==> src/rtl/muldiv_unit.sv <==
// Iterative 32-bit multiply/divide unit: radix-2 shift-add multiply and restoring divide,
// one bit per cycle, with a registered register-file write port pulsed on completion.
module muldiv_unit #(
   parameter int unsigned col = 32
) (
   input  logic             clk,
   input  logic             reset,
   input  logic             start,
   input  logic [2:0]       funct3,
   input  logic [col-1:0]   rs1_data,
   input  logic [col-1:0]   rs2_data,
   input  logic [4:0]       rd_addr,
   output logic             busy,
   output logic             done,
   output logic             reg_write_en,
   output logic [4:0]       reg_write_dest,
   output logic [col-1:0]   reg_write_data
);

   localparam int unsigned W     = col;
   localparam int unsigned W2    = 2 * col;
   localparam int unsigned CNT_W = 6;
   localparam logic [CNT_W-1:0] LAST_ITER = CNT_W'(col - 1);
   localparam logic [W-1:0]     MIN_INT   = {1'b1, {(W-1){1'b0}}};

   typedef enum logic [1:0] {IDLE, CALC, DONE} state_t;

   state_t            state_q, state_d;
   logic [CNT_W-1:0]  cnt_q, cnt_d;
   logic [W2-1:0]     acc_q, acc_d;
   logic [W-1:0]      opb_q, opb_d;
   logic [2:0]        f3_q, f3_d;
   logic              negr_q, negr_d;
   logic              nega_q, nega_d;
   logic [4:0]        rd_q, rd_d;
   logic [W-1:0]      res_d;

   // Operand signedness and magnitudes for the incoming request
   logic          a_signed, b_signed, neg_a, neg_b;
   logic [W-1:0]  mag_a, mag_b;

   assign a_signed = (funct3 == 3'b001) || (funct3 == 3'b010) ||
                     (funct3 == 3'b100) || (funct3 == 3'b110);
   assign b_signed = (funct3 == 3'b001) || (funct3 == 3'b100) || (funct3 == 3'b110);
   assign neg_a    = a_signed & rs1_data[W-1];
   assign neg_b    = b_signed & rs2_data[W-1];
   assign mag_a    = neg_a ? W'(-rs1_data) : rs1_data;
   assign mag_b    = neg_b ? W'(-rs2_data) : rs2_data;

   // acc holds {partial product, multiplier} or {partial remainder, dividend/quotient}
   logic [W:0]    mul_sum, div_tmp, div_diff;
   logic [W2-1:0] mul_step, div_step, step_acc, prod_s;
   logic [W-1:0]  quo, rem, mul_res, div_res, fin_res;

   assign mul_sum  = {1'b0, acc_q[W2-1:W]} + (acc_q[0] ? {1'b0, opb_q} : (W+1)'(0));
   assign mul_step = {mul_sum, acc_q[W-1:1]};
   assign div_tmp  = {acc_q[W2-1:W], acc_q[W-1]};
   assign div_diff = div_tmp - {1'b0, opb_q};
   assign div_step = div_diff[W] ? {div_tmp[W-1:0], acc_q[W-2:0], 1'b0}
                                 : {div_diff[W-1:0], acc_q[W-2:0], 1'b1};
   assign step_acc = f3_q[2] ? div_step : mul_step;

   assign prod_s   = negr_q ? W2'(-step_acc) : step_acc;
   assign mul_res  = (f3_q[1:0] == 2'b00) ? prod_s[W-1:0] : prod_s[W2-1:W];
   assign quo      = step_acc[W-1:0];
   assign rem      = step_acc[W2-1:W];
   assign div_res  = f3_q[1] ? (nega_q ? W'(-rem) : rem) : (negr_q ? W'(-quo) : quo);
   assign fin_res  = f3_q[2] ? div_res : mul_res;

   always_comb begin
      state_d = state_q;
      cnt_d   = cnt_q;
      acc_d   = acc_q;
      opb_d   = opb_q;
      f3_d    = f3_q;
      negr_d  = negr_q;
      nega_d  = nega_q;
      rd_d    = rd_q;
      res_d   = '0;
      case (state_q)
         IDLE: begin
            if (start) begin
               f3_d   = funct3;
               rd_d   = rd_addr;
               opb_d  = mag_b;
               acc_d  = {{W{1'b0}}, mag_a};
               negr_d = neg_a ^ neg_b;
               nega_d = neg_a;
               cnt_d  = '0;
               // Divide-by-zero and signed overflow resolve without iterating
               if (funct3[2] && (rs2_data == '0)) begin
                  state_d = DONE;
                  res_d   = funct3[1] ? rs1_data : '1;
               end else if (funct3[2] && !funct3[0] &&
                            (rs1_data == MIN_INT) && (rs2_data == '1)) begin
                  state_d = DONE;
                  res_d   = funct3[1] ? '0 : MIN_INT;
               end else begin
                  state_d = CALC;
               end
            end
         end
         CALC: begin
            acc_d = step_acc;
            cnt_d = cnt_q + CNT_W'(1);
            if (cnt_q == LAST_ITER) begin
               state_d = DONE;
               res_d   = fin_res;
            end
         end
         DONE:    state_d = IDLE;
         default: state_d = IDLE;
      endcase
   end

   always_ff @(posedge clk) begin
      if (reset) begin
         state_q        <= IDLE;
         cnt_q          <= '0;
         acc_q          <= '0;
         opb_q          <= '0;
         f3_q           <= '0;
         negr_q         <= 1'b0;
         nega_q         <= 1'b0;
         rd_q           <= '0;
         busy           <= 1'b0;
         done           <= 1'b0;
         reg_write_en   <= 1'b0;
         reg_write_dest <= '0;
         reg_write_data <= '0;
      end else begin
         state_q        <= state_d;
         cnt_q          <= cnt_d;
         acc_q          <= acc_d;
         opb_q          <= opb_d;
         f3_q           <= f3_d;
         negr_q         <= negr_d;
         nega_q         <= nega_d;
         rd_q           <= rd_d;
         busy           <= (state_d != IDLE);
         done           <= (state_d == DONE);
         reg_write_en   <= (state_d == DONE) && (rd_d != '0);
         reg_write_dest <= (state_d == DONE) ? rd_d : '0;
         reg_write_data <= res_d;
      end
   end

endmodule

==> config.mk <==
export PLATFORM = sky130hd
export DESIGN_NAME = muldiv_unit
export DESIGN_NICKNAME = d
export VERILOG_FILES = /design/src/rtl/muldiv_unit.sv
export SDC_FILE = /design/constraint.sdc
export NUM_CORES = 1
export LEC_CHECK = 0
export ABC_AREA = 1
export CAP_MARGIN = 10
export CORE_ASPECT_RATIO = 1.75
export CORE_MARGIN = 10
export CORE_UTILIZATION = 25
export CTS_BUF_LIST = sky130_fd_sc_hd__clkbuf_4
export CTS_CLUSTER_SIZE = 24
export DETAILED_ROUTE_END_ITERATION = 10
export PLACE_DENSITY = 0.47
export SKIP_CTS_REPAIR_TIMING = 1
export SYNTH_ARGS = -nofsm -noshare
export SYNTH_HDL_FRONTEND = slang
export SYNTH_SLANG_ARGS = --single-unit
==> constraint.sdc <==
create_clock -name clk -period 4.4 [get_ports clk]
set_input_delay 0.88 -clock clk [delete_from_list [all_inputs] [get_ports clk]]
set_output_delay 0.88 -clock clk [all_outputs]
set_load 0.005 [all_outputs]
After elaboration in Yosys (flattened, before gate mapping):

Index checks and enable logic that the tools add are counted.

* add/sub/neg operators: 8
* eq/ne operators: 10
* multiplexer cells: 29
* bitwise operators: 4
* reduce and logical (&&, ||, !) cells: 20

Operators by type and width (count)
* two-way mux 32 bit: 14
* two-way mux 64 bit: 4
* negator 32 bit: 4
* case mux 64 bit (2 select lines): 1
* equality test 32 bit (second input constant): 2
* negator 64 bit: 1
* case mux 32 bit (2 select lines): 1
* adder 32 x 32 -> 33 bit: 1
* subtractor 33 x 32 -> 33 bit: 1
* zero test 32 bit: 1
* case mux 6 bit (2 select lines): 1
* two-way mux 5 bit: 2
* two-way mux 2 bit: 4
* adder 6 x 1 -> 6 bit (second input constant): 1
* equality test 3 bit (second input constant): 2
* equality test 6 x 5 -> 1 bit (second input constant): 1
* two-way mux 6 bit: 1
* logical AND 1 bit: 5
* logical OR 1 bit: 5
* nonzero test 5 bit: 1
* zero test 2 bit: 2
* case mux 2 bit (2 select lines): 1
* AND reduction 2 bit: 2
* nonzero test 2 bit: 2
* other kinds (10): 11

* register bits after elaboration: 154
* output and inout port bits: 40
* word-level logic and storage cells: 84

Depth between registers and ports, before layout:

* depth after elaboration: 11
* mapped depth: 36
* gate-level depth less buffers: 36

Worst setup path before layout:

No wires, ideal clock.

* kind: reg2reg
* from: reg acc_q[31]
* to: reg reg_write_data[10]
* library setup time: 0.070 ns
* arrival: 3.964 ns
* data required time: 4.330 ns
* path slack: 0.366 ns
* cell stages (with the launch flop): 33
* path buffers: 0
* clock period less this slack: 4.034 ns
* cell sequence: dfxtp_1 > inv_1 > ha_1 > fa_1 > inv_1 > nand2_1 > nand2_1 > nand3_1 > nand2_1 > nand2_1 > nand2_2 > nand2_4 > nand3_2 > nand2_8 > o21ai_4 > ha_1 > inv_1 > nor2_1 > nand3_1 > nor2_1 > nand2_1 > nor2_2 > nand4_1 > nor2_2 > nand2_1 > nor3_4 > nand2_1 > o21ai_2 > or2_2 > nand3_1 > nand2_1 > nand3_1 > a21oi_1

* longest elaborated chain between the ends: 9

RTL lines
* start: declaration: line 30 `logic [W2-1:0] acc_q, acc_d;`
* start signal: assignment: line 120 `acc_q <= '0;`
* start signal: assignment: line 134 `acc_q <= acc_d;`
* subtractor 33 x 32 -> 33 bit: line 58 `assign div_diff = div_tmp - {1'b0, opb_q};`
* two-way mux 64 bit: line 59 `assign div_step = div_diff[W] ? {div_tmp[W-1:0], acc_q[W-2:0], 1'b0}`
* two-way mux 64 bit (*): line 61 `assign step_acc = f3_q[2] ? div_step : mul_step;`
* negator 64 bit or negator 32 bit (tied branches): line 63, 67
* two-way mux 64 bit or two-way mux 32 bit (tied branches): line 63, 67
* two-way mux 32 bit, on equally long branches: line 64, 67
* two-way mux 32 bit (*): line 68 `assign fin_res = f3_q[2] ? div_res : mul_res;`
* two-way mux 32 bit (*): line 106 `if (cnt_q == LAST_ITER) begin`
* case mux 32 bit (2 select lines) (*): line 80 `case (state_q)`
* end signal: assignment: line 144 `reg_write_data <= res_d;`
* end: declaration: line 17 `output logic [col-1:0] reg_write_data`

Mark *: on every way between the ends. The rest lies on a longest branch, timed or not.
A chain may end at the register's enable or synchronous reset.

Worst setup path after layout:

* from: reg acc_q[31]
* to: reg reg_write_data[12]

The elaborated chain is that of the path after synthesis.

==> results_dict.tcl <==
set metrics [dict create \
    synth_top_family_by_area "simple AND/OR/NAND/NOR gates" \
    cts_tree "yes" \
    first_pass_iters 9 \
    final_nets 3599 \
    crit_path_top_delay_cell "fa_2" \
    path_clk_slew_ns 0.20 \
    synth_area_leaders "nand2_1 22%, dfxtp_1 18%, inv_1 9.6%" \
    wl_per_cell_um 20.78 \
    cp-end-kind "register" \
    htree_levels 4 \
    placement.io_buffers 114 \
    layout.cells.non_filler 4370 \
    place.gp.congestion 0.9719 \
    wl_met2_um 48650 \
    reg2reg_depth 33 \
    synth_edf_count 0 \
    pin_count 115 \
    crit_end "reg_write_data[12]" \
    finalSetupViolCount 0 \
    synth-simple-area-share_pct 41.87 \
    grt_start_max_net_pins 57 \
    fin_util_pct 32.48 \
    synth_xor_area_share_pct 4.847 \
    max_cap_viol_count 0 \
    synth-adder-area-share_pct 5.335 \
    numCtsBuffers 17 \
    syn-num-nets 3245 \
    antenna_found_initial 1 \
    hp-class "reg2reg" \
    synthArstFlopShare_pct 0 \
    drt_iter0_drc 1245 \
    top_layer_used "met4" \
    synth_commonest_cells "1,014 x nand2_1, 440 x inv_1, 246 x nor2_1" \
    yosys-mux-area-fraction_pct 0.2915 \
    min_period_over_period_pct 98.46 \
    final_hold_viol_count 0 \
    grt_setup_unrepaired "true" \
    grt.overflow.total 0 \
    synth_top_area_share_pct 22.17 \
    outcome "complete, but fails checks" \
    maxSlewViolCount 0 \
    cpMostUsedCell "nand2_2" \
    dp_cells 4325 \
    yosysMostFrequentCell "nand2_1" \
    fp-row-count 127 \
    routed_wl_um 90820 \
    crit_fanout 3 \
    ys_ff_latch 154 \
    yosysWarnings 0 \
    grt_first_pass_wirelength_um 132700 \
    finalCriticalPeriod_ns 4.332 \
    comb_power_share_pct 51.6 \
    syn_avg_cell_area_sq_um 5.542 \
    cts.sinks 154 \
    worst_pin_slew_ns 0.8887 \
    synthFlopType "dfxtp_1" \
    critPathLaunch "acc_q[31]" \
    seq_area_frac_synth_pct 17.96 \
    startpoint_type "register" \
    synth.distinct_cells 57 \
    slew_headroom_pct 40.69 \
    powerDensity_nw_per_um2 245.7 \
    route.detailed.drc 2 \
    syn_area_sq_um 17170 \
    crit_arrival_ns 5.00 \
    p_int_uw 2785 \
    hold_slack_ns 0.4951 \
    syn_to_final_growth_pct 29.25 \
    switching_share_pct 48.91 \
    reg2reg_slack_ns 0.07 \
    worstSkewPairLatency_ns 0.78 \
    die_w_um 218.1 \
    timing.rr.start "acc_q[31]" \
    fmax_mhz 230.8 \
    switching_power_uw 2667 \
    synth_top_area_cell "nand2_1" \
    final_antenna_net_count 0 \
    initial_core_util_pct 25.13 \
    syn-instance-count 3098 \
    vdd_ir_drop_max_uv 288.4 \
    clock_tree.buffer_depth 2 \
    fin_ws_ns 0.06794 \
    vias 21517 \
    post-place-ws_ns -0.05952 \
    finClkSkew_ns 0.06568 \
    dieArea_sq_um 79960 \
    wirelength_met1_um 30390 \
    dp_hpwl_um 74690 \
    leakage_uw 0.01091 \
    failed_checks "design-rule violations" \
    layout-drive-gt1-share_pct 16.39 \
    crit_type "reg2reg" \
    clkPwrFrac_pct 20.4 \
    core_sq_um 68330 \
    required_ns 5.07 \
    p_seq_share_pct 28.0 \
    slowest_delay_ns 0.40 \
    worstReg2RegEnd "reg_write_data[12]" \
    met3_length_um 3189 \
    hold_depth 2 \
    root_buffer "clkbuf_4" \
    grt_usage_pct 22.15 \
    synth_compound_area_share_pct 16.76 \
    routed_via_density 4.924 \
    die_h_um 366.7 \
    grt_pass1_vias 21624 \
]
power by group through the flow:
stage               sequential [uW]  clock [uW]  combinational [uW]
finish                         1530        1110                2810
global route                   1540        1160                3060
CTS                            1520        1140                2720
detailed placement             1550           0                2710
global placement               1550           0                2720
floorplan                      1530           0                1570
final cells by class:
cell class	count	area, sq um
fill	7986	46140
multi-input combinational	2376	12220
timing repair buffer	447	3680
sequential	154	3124
inverter	456	1712
tap	903	1130
clock inverter	15	195.2
clock buffer	17	127.6
antenna	2	5.005
worst max-delay path, delay by kind of cell, from the launching register on:
| kind | cells | cell delay [ns] |
|---|---|---|
| xor gates and xnor gates | 1 | 0.18 |
| buffers and inverters | 3 | 0.16 |
| AOI/OAI and AO/OA | 2 | 0.31 |
| and+or+nand+nor | 24 | 2.53 |
| adders and majority gates | 3 | 0.72 |
| DFF | 1 | 0.38 |
per-layer routing:
metal,track usage [%],up-vias
met5,0,-
met4,18.60,0
met3,2.410,278
met2,42.73,675
met1,20.01,9934
li1,-,10630
per-stage QoR:
step / area [sq um] / setup TNS [ns] / total power (uW)
after floorplan: 17170 / 0 / 3100
after global placement: 21400 / -0.1785 / 4268
after detailed placement: 21400 / -0.1579 / 4259
after CTS: 21720 / -0.8749 / 5382
after global routing: 22190 / -2.484 / 5762
final: 22190 / 0 / 5452
registers in the layout, indices dropped and copies added, names as in the netlist, 2 cells and up:
register / cells
opb_q: 32
acc_q: 64
reg_write_dest: 5
reg_write_data: 32
cnt_q: 6
rd_q: 5
f3_q: 3
state_q: 2
how the worst min path moves through the flow:
stage              from  slack [ns]       end
2_1_floorplan  cnt_q[5]        0.44  cnt_q[5]
3_3_place_gp   cnt_q[5]        0.46  cnt_q[5]
3_5_place_dp   cnt_q[5]        0.47  cnt_q[5]
4_1_cts           reset        0.47   rd_q[2]
5_1_grt        cnt_q[1]        0.51  cnt_q[1]
6_report       cnt_q[1]        0.50  cnt_q[1]
placed cells by master, fill, tap and decap left out, types with 6 or more instances in the layout:
cell and n:
inv_1 434, xor2_1 53, nor2_1 236, o21a_1 6, nand3_2 10, a21oi_2 12
nand3_1 235, a21oi_1 205, xnor2_1 41, o21ai_0 172, dfxtp_2 27, o21ai_1 19
o21bai_1 7, ha_1 56, buf_4 330, nor2_2 28, clkbuf_4 17, o221ai_1 12
nand2_2 47, inv_2 20, or2_2 11, nor2_4 6, a31oi_1 36, nand2_1 993
nand3b_1 15, o211ai_1 12, nor4_1 12, dfxtp_1 125, ha_4 13, o31ai_1 6
clkdlybuf4s50_1 113, o21ai_2 7, nand4_1 35, nor3_1 40
cell families after synthesis:
kind of cell / Yosys count
and+or+nand+nor: 1687
buffers and inverters: 568
AOI/OAI and AO/OA: 517
DFF: 154
xor gates and xnor gates: 95
adders and majority gates: 72
muxes: 5
(Power assumes the default switching activity.)
